## config.mk

```make
export PLATFORM = sky130hd
export DESIGN_NAME = sega_xor_decrypter
export DESIGN_NICKNAME = d
export VERILOG_FILES = /design/src/rtl/sega_xor_decrypter.sv
export SDC_FILE = /design/constraint.sdc
export NUM_CORES = 1
export LEC_CHECK = 0
export BUFFER_PORTS_ARGS = -buffer_cell sky130_fd_sc_hd__buf_2
export CAP_MARGIN = 25
export CORE_ASPECT_RATIO = 1.75
export CORE_UTILIZATION = 36
export CTS_CLUSTER_SIZE = 40
export DETAILED_ROUTE_END_ITERATION = 10
export MAX_ROUTING_LAYER = met4
export SLEW_MARGIN = 20
export SYNTH_ARGS = -nofsm -noshare
export SYNTH_HDL_FRONTEND = slang
export SYNTH_SLANG_ARGS = --single-unit
export TNS_END_PERCENT = 5
```

## constraint.sdc

```tcl
create_clock -name i_CLK -period 3.8 [get_ports i_CLK]
set_clock_uncertainty 0.05 [all_clocks]
set_input_delay 0.38 -clock i_CLK [delete_from_list [all_inputs] [get_ports i_CLK]]
set_output_delay 0.38 -clock i_CLK [all_outputs]
set_load 0.02 [all_outputs]
```

## src/rtl/sega_xor_decrypter.sv

```systemverilog
// sega_xor_decrypter: table-driven XOR opcode/data decrypter with a load-checked
// mask table and CPU wait-state generation.
module sega_xor_decrypter #(
    parameter int                ADDR_W     = 16,
    parameter int                SEL_BITS   = 4,
    parameter int                SEL_STRIDE = 4,
    parameter logic [ADDR_W-1:0] DEC_TOP    = 16'h8000,
    parameter int                WAIT_CYC   = 1
) (
    input  logic                  i_CLK,
    input  logic                  i_RST,
    input  logic [ADDR_W-1:0]     i_ADDR,
    input  logic                  i_MREQ_n,
    input  logic                  i_M1_n,
    input  logic [7:0]            i_DI,
    output logic [7:0]            o_DI_DEC,
    output logic                  o_WAIT_n,
    input  logic                  i_BYPASS,
    input  logic                  i_TBL_WR,
    input  logic [SEL_BITS+2:0]   i_TBL_ADDR,
    input  logic [7:0]            i_TBL_DATA,
    input  logic                  i_TBL_CLR,
    output logic                  o_TBL_VALID,
    output logic                  o_TBL_ERR
);
    localparam int IW    = SEL_BITS + 3;
    localparam int DEPTH = 2 ** IW;

    typedef enum logic [1:0] {BLANK, LOADING, ACTIVE} state_t;

    state_t                state, state_nx;
    logic [IW-1:0]         cnt;
    logic [7:0]            tbl [DEPTH];
    logic [7:0]            m;
    logic                  prev_mreq;
    logic [1:0]            wcnt;
    logic                  hold_r;
    logic [SEL_BITS-1:0]   row;
    logic [IW-1:0]         idx;
    logic                  in_win, active, accept, wr_bad, fetch_start, hold_any, dec_en;

    for (genvar k = 0; k < SEL_BITS; k++) begin : g_row
        assign row[k] = i_ADDR[SEL_STRIDE*k];
    end

    assign in_win      = i_ADDR < DEC_TOP;
    assign active      = state == ACTIVE;
    assign accept      = i_TBL_WR && !i_TBL_CLR && !active && i_TBL_ADDR == cnt;
    assign wr_bad      = i_TBL_WR && !i_TBL_CLR && !accept;
    assign idx         = {row, i_M1_n, i_DI[5] ^ i_DI[7], i_DI[3] ^ i_DI[7]};
    assign fetch_start = prev_mreq && !i_MREQ_n && !i_M1_n && in_win;
    // Until the table is usable, any in-window access stalls the CPU; the hold
    // persists through the first ACTIVE cycle so the mask register is primed.
    assign hold_any    = !i_BYPASS && (hold_r || (!active && !i_MREQ_n && in_win));

    always_ff @(posedge i_CLK or posedge i_RST) begin
        if (i_RST) state <= BLANK;
        else       state <= state_nx;
    end

    always_comb begin
        state_nx = i_TBL_CLR                          ? BLANK   :
                   (accept && cnt == IW'(DEPTH - 1))  ? ACTIVE  :
                   accept                             ? LOADING : state;
    end

    always_comb begin
        o_TBL_VALID = active;
        dec_en      = active && !i_BYPASS && !i_MREQ_n && in_win;
        o_DI_DEC    = dec_en ? {m[7] ^ i_DI[7], i_DI[6], m[5] ^ i_DI[7], i_DI[4],
                                m[3] ^ i_DI[7], i_DI[2:0]} : i_DI;
        o_WAIT_n    = !(hold_any || wcnt != 2'd0);
    end

    always_ff @(posedge i_CLK or posedge i_RST) begin
        if (i_RST) begin
            cnt       <= '0;
            m         <= 8'h00;
            prev_mreq <= 1'b1;
            wcnt      <= 2'd0;
            hold_r    <= 1'b0;
            o_TBL_ERR <= 1'b0;
        end else begin
            cnt       <= i_TBL_CLR ? '0 : accept ? cnt + IW'(1) : cnt;
            m         <= tbl[idx];
            prev_mreq <= i_MREQ_n;
            wcnt      <= i_TBL_CLR                              ? 2'd0           :
                         (active && !i_BYPASS && fetch_start)   ? 2'(WAIT_CYC)   :
                         wcnt != 2'd0                           ? wcnt - 2'd1    : wcnt;
            hold_r    <= hold_any && !active;
            o_TBL_ERR <= i_TBL_CLR ? 1'b0 : o_TBL_ERR | wr_bad;
        end
    end

    // Table RAM is deliberately not reset; its contents are meaningless until reloaded.
    always_ff @(posedge i_CLK) begin
        if (accept) tbl[cnt] <= i_TBL_DATA;
    end
endmodule

```

==> results.md, run 1 <==
- Outcome: complete, no violations
- Hold Path Stages: 3
- Flop2flop setup slack: 800 ps
- CTS H-tree lvls: 2
- Post-route minimum period: 2999 ps
- Warnings from Yosys: 0
- Synth area leader: edfxtp_1
- Hold slack: 52.26 ps
- Placed cells: 1883
- Die Span Y: 311.0 microns
- Main synth FF type: edfxtp_1
- Drt wl/cell: 25.36 microns
- Syn avg cell area: 16.16 sq um
- Vias in the first global route: 11960
- Initial Util: 36.60%
- Final GP Congestion: 0.8262
- Startpoint Class: flop
- Total GRT Usage: 18.67%
- Reg power frac: 52.9%
- Worst Path Required: 3950 ps
- First-pass GRT wire length: 74.40 mm
- Fin nets: 1287
- IO Count: 57
- Fin cells: 1951
- P_int: 7183 uW
- Post-Syn Instances: 1216
- Synthesized area: 19650 sq um
- Maxcap violations: 0
- Rows: 112
- Hold_sp: i_TBL_WR
- Post-DP HPWL: 33.51 mm
- Remaining DRCs: 0
- Net count after synthesis: 1264
- Final core occ: 40.37%
- Worst Reg-to-Reg Cells: 7
- CTS sink cnt: 401
- Seq/Total Area, Yosys: 60.87%
- Largest cells by area after synthesis: edfxtp_1, mux4_2, mux2i_1
- R2r startpoint: cnt[3]
- Sw frac: 21.77%
- Initial antenna violation count: 2
- Share of the synthesized area in the top cell type: 58.70%
- Port Buffers: 30
- Clock power share: 39.4%
- Via density: 5.863
- Grt ovf: 0
- Final Hold Fails: 0
- Setup tns final: 0 ps
- FMAX: 0.3335 GHz
- Die area: 55540 sq um
- Worst Path Class, Setup: flop to flop
- Area growth syn-to-layout: 10.28%
- Largest net degree at the start of global routing: 129
- WL final: 49.49 mm
- #FFs+latches synth: 401
- Hold Crit Class: input pin to flop
- CP max FO: 9
- Reg2reg end: tbl[11][5]
- Layout cells sized above 1: 20.65%
- CTS tree: done
- Commonest non-fill, non-tap cells in the layout: edfxtp_1, nor2_1, mux2i_1
- NetSw: 1999 uW
- Total iterations of the first detailed-routing run: 6
- Hold Path Sink: o_TBL_ERR
- Clock buffer depth: 3
- Post-synth ARST share: 4.239%
- Setup Buffers After CTS: 0
- Leak: 0.007004 uW
- Clock Latency Late Sink: 530 ps
- Die X: 178.6 microns
- TritonCTS Buffers: 35
- Via Count: 11440
- Reg clk slew, reported paths: 70 ps
- DRT iter0 DRCs: 826
- Power Dens Cells: 423.8 nW/um^2
- Final slew viol count: 0
- Commonest non-fill, non-tap cell in the layout: edfxtp_1
- Setup Viol. Count Final: 0
- Unique masters post-synth: 52
- Unrepaired setup endpoints after global routing: false
- Slew @ Worst Pin: 951.5 ps
- Max VDD drop: 0.4272 mV
- Comb pwr share: 7.7%
- CP Data Arrival Time: 3150 ps
- Core area: 53670 sq um
- EDFF count, synth: 384
- CP endpoint kind: flop
- CTS root buf: clkbuf_16
- Final Cycle Share: 78.91%
- Routed Antenna Nets: 0
- Max_slew headroom: 36.33%
metrics by stage:
step,cell area [sq um],total power [uW],setup slack [ps]
3_5_place_dp,20490,5663,707.5
4_1_cts,21660,9249,733.5
5_1_grt,21660,9430,649.6
3_3_place_gp,20490,5651,667.5
6_report,21660,9181,801.3
2_1_floorplan,19650,5447,1431
synthesized netlist by cell type, drive strengths merged, types with 2 or more instances:
| library cell | number |
|---|---|
| nand4b | 3 |
| nor2 | 144 |
| o221ai | 36 |
| xnor2 | 10 |
| a2111oi | 3 |
| nor2b | 11 |
| inv | 8 |
| nand4 | 10 |
| mux2 | 6 |
| nor3 | 5 |
| ha | 2 |
| a21oi | 19 |
| or3 | 2 |
| or4 | 3 |
| buf | 64 |
| nand2 | 49 |
| o22ai | 9 |
| nor4 | 7 |
| mux2i | 144 |
| nand3b | 3 |
| nand3 | 7 |
| and2 | 16 |
| o22a | 3 |
| o21ai | 22 |
| a211oi | 18 |
| mux4 | 135 |
| edfxtp | 384 |
| a22oi | 12 |
| dfrtp | 16 |
| a2bb2oi | 3 |
| xor2 | 7 |
| a221oi | 15 |
| clkbuf | 32 |
layout make-up:
class,instances,area (sq um)
Inverter,8,30.03
Timing Repair Buffer,82,659.4
Fill cell,4867,32010
Clock inverter,14,153.9
Tap cell,684,855.8
Multi-Input combinational cell,711,7013
Clock buffer,48,987.2
Sequential cell,401,11960
Antenna cell,3,7.507
cells by family (layout without fill, tap and decap cells):
family / after synthesis / after routing / synth area share [%]
compound gates: 142 / 142 / 5.299
xor+xnor: 17 / 17 / 0.7579
fa+ha+maj: 2 / 2 / 0.1274
buf+inv: 104 / 152 / 3.465
flops: 401 / 401 / 60.87
mux: 285 / 285 / 23.46
other cells: 0 / 3 / 0
simple gates: 265 / 265 / 6.019
state kept, by name, indices dropped and copies added, names as in the netlist:
signal / count
wcnt: 2
hold_r: 1
m: 3
cnt: 7
prev_mreq: 1
tbl: 384
o_TBL_ERR: 1
state: 2
power groups by stage:
| stage | clock network (uW) | registers [uW] | logic (uW) |
|---|---|---|---|
| after floorplan | 0 | 4950 | 492 |
| after global placement | 0 | 4950 | 696 |
| after detailed placement | 0 | 4960 | 707 |
| after CTS | 3680 | 4860 | 710 |
| after global routing | 3820 | 4860 | 755 |
| final | 3620 | 4860 | 704 |
worst max-delay path by stage:
stage,start,to,slack (ps),cells past startpoint
after CTS,cnt[3],tbl[11][5],730,7
after global placement,i_DI[5],m[5],670,8
after detailed placement,i_DI[5],m[5],710,8
after floorplan,cnt[3],tbl[106][3],1430,8
final,cnt[3],tbl[11][5],800,7
after global routing,cnt[3],tbl[11][5],650,7
critical path: stages, from the launching register on:
cell	delay, ps
dfrtp_1	500
xnor2_1	200
nand4b_1	130
or3_1	460
nor2_1	240
nand2_1	450
buf_4	350
nor2_1	270
layer usage:
layer / track usage [%] / vias up / wire (microns)
met3: 1.662 / 130 / 1868
met4: 8.147 / 0 / 2223
li1: - / 4982 / -
met5: - / - / 0
met2: 33.92 / 343 / 27490
met1: 20.36 / 5983 / 17900
timing repair:
action	4_1_cts	5_1_grt
hold buffers	3	0
resized for setup	0	0
hold endpoints to repair	18	0
Power figures use the tool's default switching activity.
==> run 2, diff against run 1 <==
==> constraint.sdc (replaced) <==
create_clock -name i_CLK -period 2.4 [get_ports i_CLK]
set_clock_uncertainty 0.05 [all_clocks]
set_input_delay 0.24 -clock i_CLK [delete_from_list [all_inputs] [get_ports i_CLK]]
set_output_delay 0.24 -clock i_CLK [all_outputs]
set_load 0.02 [all_outputs]
==> results.md, run 2 (same netlist as run 1, synthesis figures left out) <==
- Multi-input logic area: 7181 sq um
- Clock buffer depth: 3
- IO Count: 57
- Final GP Congestion: 0.9004
- Worst Reg-to-Reg Cells: 9
- Leak: 0.007863 uW
- Core area: 53670 sq um
- CP Data Arrival Time: 2540 ps
- CTS sink cnt: 401
- Power Dens Cells: 639.1 nW/um^2
- Total GRT Usage: 19.72%
- Outcome: complete, no violations
- CP endpoint kind: flop
- Commonest non-fill, non-tap cells in the layout: edfxtp_1, buf_4, mux2i_1
- Startpoint Class: flop
- Initial antenna violation count: 0
- Fin nets: 1433
- Reg2reg end: tbl[96][5]
- NetSw: 3204 uW
- Final Cycle Share: 97.56%
- Largest net degree at the start of global routing: 56
- Worst Setup EP: tbl[96][5]
- Vias in the first global route: 12550
- Antenna cells: 0
- Reg clk slew, reported paths: 70 ps
- Top Registers: tbl (384), cnt (7), m (3)
- Port Buffers: 30
- Routed Antenna Nets: 0
- CTS H-tree lvls: 2
- Die X: 178.6 microns
- Clock power share: 39.5%
- Sequential Area: 11960 sq um
- Area growth syn-to-layout: 18.18%
- TritonCTS Buffers: 35
- FMAX: 0.4271 GHz
- Finished Cell Area: 23220 sq um
- R2r startpoint: cnt[3]
- Post-route minimum period: 2341 ps
- Unrepaired setup endpoints after global routing: true
- CTS tree: done
- Remaining DRCs: 0
- Reg power frac: 51.8%
- Hold Crit Class: input pin to flop
- Total iterations of the first detailed-routing run: 5
- Via Count: 11940
- CP max FO: 13
- Setup Buffers After CTS: 0
- Post-DP HPWL: 37.12 mm
- Slew @ Worst Pin: 884.1 ps
- Flop2flop setup slack: 60 ps
- Comb pwr share: 8.6%
- Die area: 55540 sq um
- Post-Place Cell Area: 21790 sq um
- Initial Util: 36.60%
- Hold_sp: i_TBL_DATA[5]
- Top reg by flops: tbl
- Die Span Y: 311.0 microns
- Maxcap violations: 0
- WL final: 52.23 mm
- Commonest non-fill, non-tap cell in the layout: edfxtp_1
- Setup tns final: 0 ps
- Drt wl/cell: 24.93 microns
- Layout cells sized above 1: 31.68%
- Max VDD drop: 0.5756 mV
- Fill count: 4731
- Crit. Startpoint: cnt[3]
- Worst Path Class, Setup: flop to flop
- Sw frac: 21.59%
- Clock Latency Late Sink: 530 ps
- Grt ovf: 0
- Rows: 112
- Worst Path Required: 2600 ps
- Setup Viol. Count Final: 0
- Via density: 5.698
- Max FFs per register: 384
- P_int: 11630 uW
- First-pass GRT wire length: 77.64 mm
- Max_slew headroom: 41.00%
- CTS root buf: clkbuf_16
- Final slew viol count: 0
- Final Hold Fails: 0
- DRT iter0 DRCs: 824
-- run 2: metal layers --
| layer | part of all wire (%) | track usage, % | vias to the layer above |
|---|---|---|---|
| met3 | 3.4 | 1.271 | 133 |
| met1 | 37 | 21.53 | 6164 |
| met2 | 55 | 35.42 | 376 |
| met4 | 5.1 | 10.21 | 0 |
| met5 | 0 | - | - |
| li1 | - | - | 5265 |
-- run 2: worst min path at each step --
stage	end	slack [ps]	cells after the start
finish	tbl[56][5]	130	1
detailed placement	prev_mreq	330	1
floorplan	cnt[0]	120	1
global placement	prev_mreq	320	1
global route	tbl[56][5]	150	1
CTS	tbl[57][5]	120	1
-- run 2: power by group through the flow --
stage          registers (uW)  clock network [uW]  logic [uW]
6_report                 7690                5870        1280
5_1_grt                  7690                6160        1360
4_1_cts                  7690                5960        1280
3_5_place_dp             7840                   0        1270
3_3_place_gp             7840                   0        1250
2_1_floorplan            7850                   0         779
-- run 2: layout make-up --
type                    count  area share [%]
flip-flops and latches    401           51.50
multi-input cells         711           30.93
repair buffers            228           8.666
clock buffers              42           4.069
well taps                 684           3.686
clock inverters            21           1.019
inverters                   8          0.1293
-- run 2: what timing repair did --
item                                    CTS  global route
hold buffers                              7             0
resized for setup                        23            30
hold endpoints to repair                 28             0
pin swaps                                 0             1
endpoints found under the setup margin  113           183
gates cloned                              0             0
-- run 2: stage by stage --
| stage | util [%] | hold WS (ps) | cells | total power [uW] | setup slack, ps |
|---|---|---|---|---|---|
| floorplan | - | 115.3 | 1216 | 8624 | 30.53 |
| global placement | 40.60 | 322.2 | 2025 | 9097 | -241.3 |
| detailed placement | 40.60 | 325.7 | 2025 | 9113 | -250.5 |
| CTS | 43.06 | 124.3 | 2095 | 14930 | -82.55 |
| global route | 43.26 | 146.4 | 2095 | 15210 | -20.41 |
| finish | 43.26 | 128.1 | 2095 | 14840 | 58.60 |
-- run 2: worst max-delay path, cell delays in order, from the launching register on --
cell and delay [ps]:
dfrtp_1 410, xnor2_1 160, nand4b_1 150, or3_4 430, nor2_4 110, buf_4 120, nand2_1 140, buf_12 230
nor2_1 100, buf_4 130
